$ cat src/rtl/rv2t_exec_sequencer.sv
// RV2T multi-cycle instruction sequencer: steps each instruction through
// fetch, decode, execute and memory/mul-div phases and owns the architectural PC.
module rv2t_exec_sequencer #(
    parameter int PC_WIDTH    = 32,
    parameter int MEM_TIMEOUT = 255
) (
    input  logic                clk,
    input  logic                reset,
    input  logic                sync_reset,
    input  logic                start,
    input  logic [PC_WIDTH-1:0] start_address,
    output logic                fetch_init,
    output logic [PC_WIDTH-1:0] fetch_PC,
    output logic                fetch_enable,
    input  logic                fetch_valid,
    input  logic                is_compressed,
    output logic                decode_enable,
    input  logic                ctl_LOAD,
    input  logic                ctl_STORE,
    input  logic                ctl_MUL_DIV_FUNCT3,
    input  logic                ctl_MRET,
    input  logic                ctl_WFI,
    input  logic                ctl_MISC_MEM,
    input  logic                exception_illegal_instruction,
    output logic                exe_enable,
    input  logic                branch_taken,
    input  logic [PC_WIDTH-1:0] branch_target,
    output logic                mem_enable,
    input  logic                mem_done,
    output logic                mul_div_enable,
    input  logic                mul_div_done,
    input  logic                interrupt_pending,
    input  logic [PC_WIDTH-1:0] mtvec,
    input  logic [PC_WIDTH-1:0] mepc,
    output logic                trap_enter,
    output logic [3:0]          trap_cause,
    output logic [PC_WIDTH-1:0] trap_PC,
    output logic                mret_exec,
    output logic                active
);

    typedef enum logic [3:0] {
        S_IDLE,
        S_INIT,
        S_FETCH,
        S_DECODE,
        S_EXECUTE,
        S_WAIT_MEM,
        S_WAIT_MD,
        S_TRAP,
        S_SLEEP
    } state_t;

    localparam logic [7:0] TIMEOUT_CNT  = 8'(MEM_TIMEOUT);
    localparam logic [3:0] CAUSE_ILLEGAL = 4'h2;
    localparam logic [3:0] CAUSE_LOAD    = 4'h5;
    localparam logic [3:0] CAUSE_STORE   = 4'h7;
    localparam logic [3:0] CAUSE_IRQ     = 4'hB;

    state_t              state, state_nx;
    logic [PC_WIDTH-1:0] pc, pc_nx;
    logic [PC_WIDTH-1:0] tpc_q, tpc_nx;
    logic [3:0]          cause_q, cause_nx;
    logic [7:0]          cnt, cnt_nx;
    logic                comp_q, comp_nx;
    logic                store_q, store_nx;
    logic                mem_en_q, mem_en_nx;
    logic                md_en_q, md_en_nx;
    logic                mret_q, mret_nx;

    function automatic logic [PC_WIDTH-1:0] pc_advance(input logic [PC_WIDTH-1:0] cur,
                                                       input logic            comp);
        return cur + (comp ? PC_WIDTH'(2) : PC_WIDTH'(4));
    endfunction

    always_comb begin
        state_nx  = state;
        pc_nx     = pc;
        tpc_nx    = tpc_q;
        cause_nx  = cause_q;
        cnt_nx    = cnt;
        comp_nx   = comp_q;
        store_nx  = store_q;
        mem_en_nx = 1'b0;
        md_en_nx  = 1'b0;
        mret_nx   = 1'b0;

        case (state)
            S_IDLE: begin
                if (start) begin
                    pc_nx    = start_address;
                    state_nx = S_INIT;
                end
            end
            S_INIT:   state_nx = S_FETCH;
            S_FETCH: begin
                if (fetch_valid) begin
                    comp_nx  = is_compressed;
                    state_nx = S_DECODE;
                end
            end
            S_DECODE: state_nx = S_EXECUTE;
            S_EXECUTE: begin
                if (exception_illegal_instruction) begin
                    cause_nx = CAUSE_ILLEGAL;
                    tpc_nx   = pc;
                    state_nx = S_TRAP;
                end else if (ctl_MRET) begin
                    pc_nx    = mepc;
                    mret_nx  = 1'b1;
                    state_nx = S_INIT;
                end else if (ctl_WFI) begin
                    pc_nx    = pc_advance(pc, comp_q);
                    state_nx = S_SLEEP;
                end else if (ctl_LOAD || ctl_STORE) begin
                    // A strobe carrying both is treated as a load.
                    store_nx  = !ctl_LOAD;
                    cnt_nx    = 8'd0;
                    mem_en_nx = 1'b1;
                    state_nx  = S_WAIT_MEM;
                end else if (ctl_MUL_DIV_FUNCT3) begin
                    md_en_nx = 1'b1;
                    state_nx = S_WAIT_MD;
                end else if (branch_taken) begin
                    pc_nx    = branch_target;
                    state_nx = S_INIT;
                end else if (ctl_MISC_MEM) begin
                    pc_nx    = pc_advance(pc, comp_q);
                    state_nx = S_INIT;
                end else begin
                    pc_nx    = pc_advance(pc, comp_q);
                    state_nx = S_FETCH;
                end
            end
            S_WAIT_MEM: begin
                if (mem_done) begin
                    pc_nx    = pc_advance(pc, comp_q);
                    state_nx = S_FETCH;
                end else if (cnt == TIMEOUT_CNT) begin
                    cause_nx = store_q ? CAUSE_STORE : CAUSE_LOAD;
                    tpc_nx   = pc;
                    state_nx = S_TRAP;
                end else begin
                    cnt_nx = cnt + 8'd1;
                end
            end
            S_WAIT_MD: begin
                if (mul_div_done) begin
                    pc_nx    = pc_advance(pc, comp_q);
                    state_nx = S_FETCH;
                end
            end
            S_TRAP: begin
                pc_nx    = mtvec;
                state_nx = S_INIT;
            end
            S_SLEEP: begin
                if (interrupt_pending) state_nx = S_FETCH;
            end
            default: state_nx = S_IDLE;
        endcase

        // Instruction boundary: a pending interrupt diverts FETCH entry into the trap.
        if (state_nx == S_FETCH && state != S_FETCH && interrupt_pending) begin
            cause_nx = CAUSE_IRQ;
            tpc_nx   = pc_nx;
            state_nx = S_TRAP;
        end
    end

    always_ff @(posedge clk or posedge reset) begin
        if (reset) begin
            state    <= S_IDLE;
            pc       <= '0;
            tpc_q    <= '0;
            cause_q  <= '0;
            cnt      <= '0;
            comp_q   <= 1'b0;
            store_q  <= 1'b0;
            mem_en_q <= 1'b0;
            md_en_q  <= 1'b0;
            mret_q   <= 1'b0;
        end else if (sync_reset) begin
            state    <= S_IDLE;
            pc       <= '0;
            tpc_q    <= '0;
            cause_q  <= '0;
            cnt      <= '0;
            comp_q   <= 1'b0;
            store_q  <= 1'b0;
            mem_en_q <= 1'b0;
            md_en_q  <= 1'b0;
            mret_q   <= 1'b0;
        end else begin
            state    <= state_nx;
            pc       <= pc_nx;
            tpc_q    <= tpc_nx;
            cause_q  <= cause_nx;
            cnt      <= cnt_nx;
            comp_q   <= comp_nx;
            store_q  <= store_nx;
            mem_en_q <= mem_en_nx;
            md_en_q  <= md_en_nx;
            mret_q   <= mret_nx;
        end
    end

    assign fetch_init     = (state == S_INIT);
    assign fetch_enable   = (state == S_FETCH);
    assign decode_enable  = (state == S_DECODE);
    assign exe_enable     = (state == S_EXECUTE);
    assign trap_enter     = (state == S_TRAP);
    assign active         = (state != S_IDLE);
    assign fetch_PC       = pc;
    assign trap_cause     = cause_q;
    assign trap_PC        = tpc_q;
    assign mem_enable     = mem_en_q;
    assign mul_div_enable = md_en_q;
    assign mret_exec      = mret_q;

endmodule

$ cat config.mk
export PLATFORM = sky130hd
export DESIGN_NAME = rv2t_exec_sequencer
export DESIGN_NICKNAME = d
export VERILOG_FILES = /design/src/rtl/rv2t_exec_sequencer.sv
export SDC_FILE = /design/constraint.sdc
export NUM_CORES = 1
export LEC_CHECK = 0
export CAP_MARGIN = 20
export CORE_UTILIZATION = 35
export DETAILED_ROUTE_END_ITERATION = 16
export PLACE_DENSITY = 0.66
export RECOVER_POWER = 100
export SETUP_SLACK_MARGIN = 0.05
export SLEW_MARGIN = 20
export SYNTH_ARGS = -nofsm -noshare
export SYNTH_HDL_FRONTEND = slang
export SYNTH_SLANG_ARGS = --single-unit
$ cat constraint.sdc
create_clock -name clk -period 2.35 [get_ports clk]
set_input_delay 0.235 -clock clk [delete_from_list [all_inputs] [get_ports clk]]
set_output_delay 0.235 -clock clk [all_outputs]
set_load 0.005 [all_outputs]
==> summary.md <==
| Metric | Value |
|---|---|
| Main combinational cell family by area after synthesis | compound AO/OA/AOI/OAI gates |
| Gate Count Post-Synth | 853 |
| CTS Buffer Depth | 2 |
| Synth Area in Compound Gates | between 30% and 40% |
| Worst slew pin tran | 1.29 ns |
| Hold wc startpoint | sync_reset |
| Worst hold path class | input port to flip-flop |
| #FFs+latches synth | 85 |
| 1st-iter DRT viols | around 1300 |
| Hold depth | 3 |
| Sequential share of the synthesized area | ~31% |
| CP top delay family | compound AO/OA/AOI/OAI gates |
| Worst path cell trace | ha_2, inv_2, fa_2, nand4b_1, nor2_2, buf_4, nand4_1, a211o_1, a211oi_2, o21ai_1 |
| Number of synthesized flops with an enable pin | 0 |
| Reg2reg setup slack | -0.16 ns |
| Overall routing resource usage | around a third |
| Die area | between 20000 and 25000 sq um |
| Final Hold Vio Count | 0 |
| Violated checks | negative setup slack |
| Clk_lat worst skew | between 0.3 and 0.4 ns |
| Clock slew seen by the registers of the worst setup and hold paths | around 0.070 ns |
| Final WS setup | -0.160 ns |
| Mean Syn Cell Area | about 8 sq um |
| Hold-fix buffer count after cts | 0 |
| Largest net degree at the start of global routing | 86 |
| Crit Path Category | flip-flop to flip-flop |
| Max H-tree Level | 3 |
| First-pass GRT wire length | 50700 um |
| Fin area | around 12000 sq um |
| Post-layout util | between 60 and 70% |
| Routed vias | 9532 |
| Post-Place Setup Slack | -0.495 ns |
| Yosys warns | 0 |
| Met3 GRT Util | between 5 and 6% |
| Post-synth ARST share | 100% |
| Clock root cell | clkbuf_16 |
| Pre-Repair DR Iteration Count | 7 |
| Antenna diode count | 0 |
| Die width | 142 um |
| Final setup fails | 35 |
| Final Max Slew Viols | 0 |
| Met1 global-route usage | about 44% |
| Post-synthesis mux area share | 1.53% |
| R2R depth | 10 |
| Buffers & Inverters on Critical Path | 2 |
| DRC viols | 0 |
| CP arrival | 2.74 ns |
| RR Startpoint | comp_q$_DFFE_PP0P_ |
| Reg2Reg Capture Point | trap_PC[25]$_DFFE_PP0P_ |
| Crit. End Element | flip-flop |
| Maximum vdd ir drop | about 500 uV |
| Post-Route WL | 36300 um |
| RSZ-0062 raised after global routing | true |
| Die height | ~140 um |
| Total congestion overflow | 0 |
| Simple-Gate Fraction of Synth Area | a little over a fifth |
| RD Place Congestion | roughly 1 |
| Inst Count DP | 1450 |
| Synth Area in Adders | less than 1% |
| Synth-to-Final Area Change | 77.2% |
| TritonCTS buffer count | 9 |
| Pwr dens | 1050 nW/um^2 |
| Setup TNS | -2.50 ns |
| Placed Area | about 11000 sq um |
| Setup crit start kind | flip-flop |
| Core area | approximately 19000 sq um |
| Post-synthesis cell area | approximately 6900 sq um |
| CTS tree | yes |
| CP max stage delay | ~0.39 ns |
| Mapped Nets | approximately 1000 |
| Worst hold endpoint | fetch_PC[26]$_DFF_PP0_ |
| Crit-path max FO | 3 |
| Maximum clock rate | roughly 0.4 GHz |
| Initial Util | roughly 36% |
| Slowest stage cell, crit path | fa_2 |
| DR WL/cell | around 24 um |
| Unique masters post-synth | 86 |
| Fin nets | about 1400 |
| CP Launch Point | comp_q$_DFFE_PP0P_ |
| Leak Pwr | 5.14 nW |
| Slew HR | between 10% and 20% |
| Grt met2 use | between 50 and 60% |
| MaxCap Viol Count | 0 |
| Critical Path RT | approximately 2.6 ns |
| Rows | 50 |
| Initial antenna violation count | 0 |
| Proportion of layout cells with a drive suffix above 1 | between 30% and 40% |
| Via/cell ratio | 6.27 |
| Final ANT Viol Nets | 0 |
| Clock Skew | between 0.01 and 0.015 ns |
| Grt peak-use layer | met2 |
| Number of global-route vias before repair | slightly below 9000 |
| Ports | 222 |
| Top_reg_cell synth | dfrtp_1 |
| IO Port Bufs | ~220 |
| Status | complete, but fails checks |
| Post-Layout Cell Count | about 1500 |
| Min Tclk post-route | between 2 and 3 ns |
| Final worst-path cycle share | 107% |
| Clock sink count | 85 |
| XOR/XNOR share of the synthesized area | 0.765% |
| Hpwl dp | ~26000 um |
[registers in the layout, indices dropped and copies added (netlist names)]
signal and cells:
state 4, fetch_PC 32, cnt 8, mul_div_enable 1, mret_exec 1, trap_PC 32
trap_cause 4, store_q 1, mem_enable 1, comp_q 1
[cell usage after synthesis, types with 7 or more instances]
cell type	number	share of area, %
a221o_1	11	1.6
o221ai_1	22	2.8
buf_4	8	0.87
nor3_1	23	1.7
and3_1	11	1.0
dfrtp_1	85	31
o21ai_1	9	0.66
a221oi_1	22	2.8
a211oi_1	13	1.4
buf_2	22	1.6
a22oi_1	26	2.8
nor2_1	58	3.2
o21ai_0	86	6.3
nand3_1	34	2.5
clkbuf_1	50	2.7
a31oi_1	25	2.3
a32oi_1	9	1.1
a21oi_1	30	2.2
a21boi_0	7	0.77
nand4_1	8	0.73
a21o_1	8	0.87
o211ai_1	7	0.77
nand2b_1	14	1.3
and2_1	10	0.91
o22ai_1	10	0.91
inv_1	20	1.1
or3_1	9	0.82
nand2_1	58	3.2
nor4_1	17	1.5
[worst max path at each step]
| stage | slack (ns) | to | depth (start not counted) |
|---|---|---|---|
| after detailed placement | -0.49 | trap_PC[5]$_DFFE_PP0P_ | 8 |
| after CTS | -0.18 | trap_PC[29]$_DFFE_PP0P_ | 10 |
| after global placement | -0.37 | trap_PC[5]$_DFFE_PP0P_ | 8 |
| after global routing | -0.29 | trap_PC[25]$_DFFE_PP0P_ | 10 |
| final | -0.16 | trap_PC[25]$_DFFE_PP0P_ | 10 |
| after floorplan | -0.05 | trap_PC[19]$_DFFE_PP0P_ | 10 |
[stage by stage]
step,power (mW),hold WS [ns]
finish,12.8,0.383
global route,13.4,0.392
CTS,11.7,0.374
detailed placement,9.62,0.472
global placement,9.56,0.463
floorplan,5.77,0.325
[repair_timing]
item / in CTS / in global routing
resized for setup: 60 / 117
endpoints found under the setup margin: 65 / 68
gates cloned: 1 / 4
pin swaps: 29 / 50
buffers inserted: 15 / 35
[layer usage]
layer	vias up	share of wire (%)
li1	4149	-
met3	154	12
met2	714	44
met1	4515	38
met5	-	0
met4	0	6.0
[cells in the final DEF (no fill, tap or decap), drive strengths merged, types with 7 or more instances in the layout]
master,instances
o211ai,7
o21ai,95
and3,11
a21oi,30
a21boi,7
a221o,11
nand3,34
inv,25
nor2,58
a32oi,9
o221ai,23
nand2b,15
dlygate4sd3,44
nor4,18
dfrtp,85
a211oi,14
o22ai,10
a21o,8
clkbuf,13
nor3,24
nand2,59
a22oi,26
or3,9
buf,252
a31oi,26
and2,10
clkdlybuf4s50,175
nand4,9
a221oi,25
[final cells by class]
cell class	instances	area (sq um)
Fill cell	1523	6780
Inverter	22	86.3
Clock inverter	7	78.8
Multi-Input combinational cell	661	4920
Clock buffer	9	225
Timing Repair Buffer	476	4410
Sequential cell	85	2130
Tap cell	260	325
[power by group]
part	total, mW	leakage (nW)	switching (mW)	internal, mW
Combinational	8.91	3.83	4.44	4.47
Clock	1.54	0.152	0.699	0.843
Sequential	2.36	1.15	0.434	1.93
Total	12.8	5.14	5.58	7.23
[cell families (layout without fill, tap and decap cells)]
kind of cell / Yosys count / after routing
adder cells (fa/ha/maj): 4 / 4
flip-flops: 85 / 85
AND/OR/NAND/NOR: 286 / 286
AO/OA/AOI/OAI: 355 / 355
multiplexers: 10 / 10
buffers and inverters: 107 / 514
XOR/XNOR: 6 / 6
[tightest hold or removal path, cell delays in order]
cell and delay [ns]:
buf_2 0.12, buf_4 0.26, a31oi_1 0.06
(Power assumes the default switching activity.)
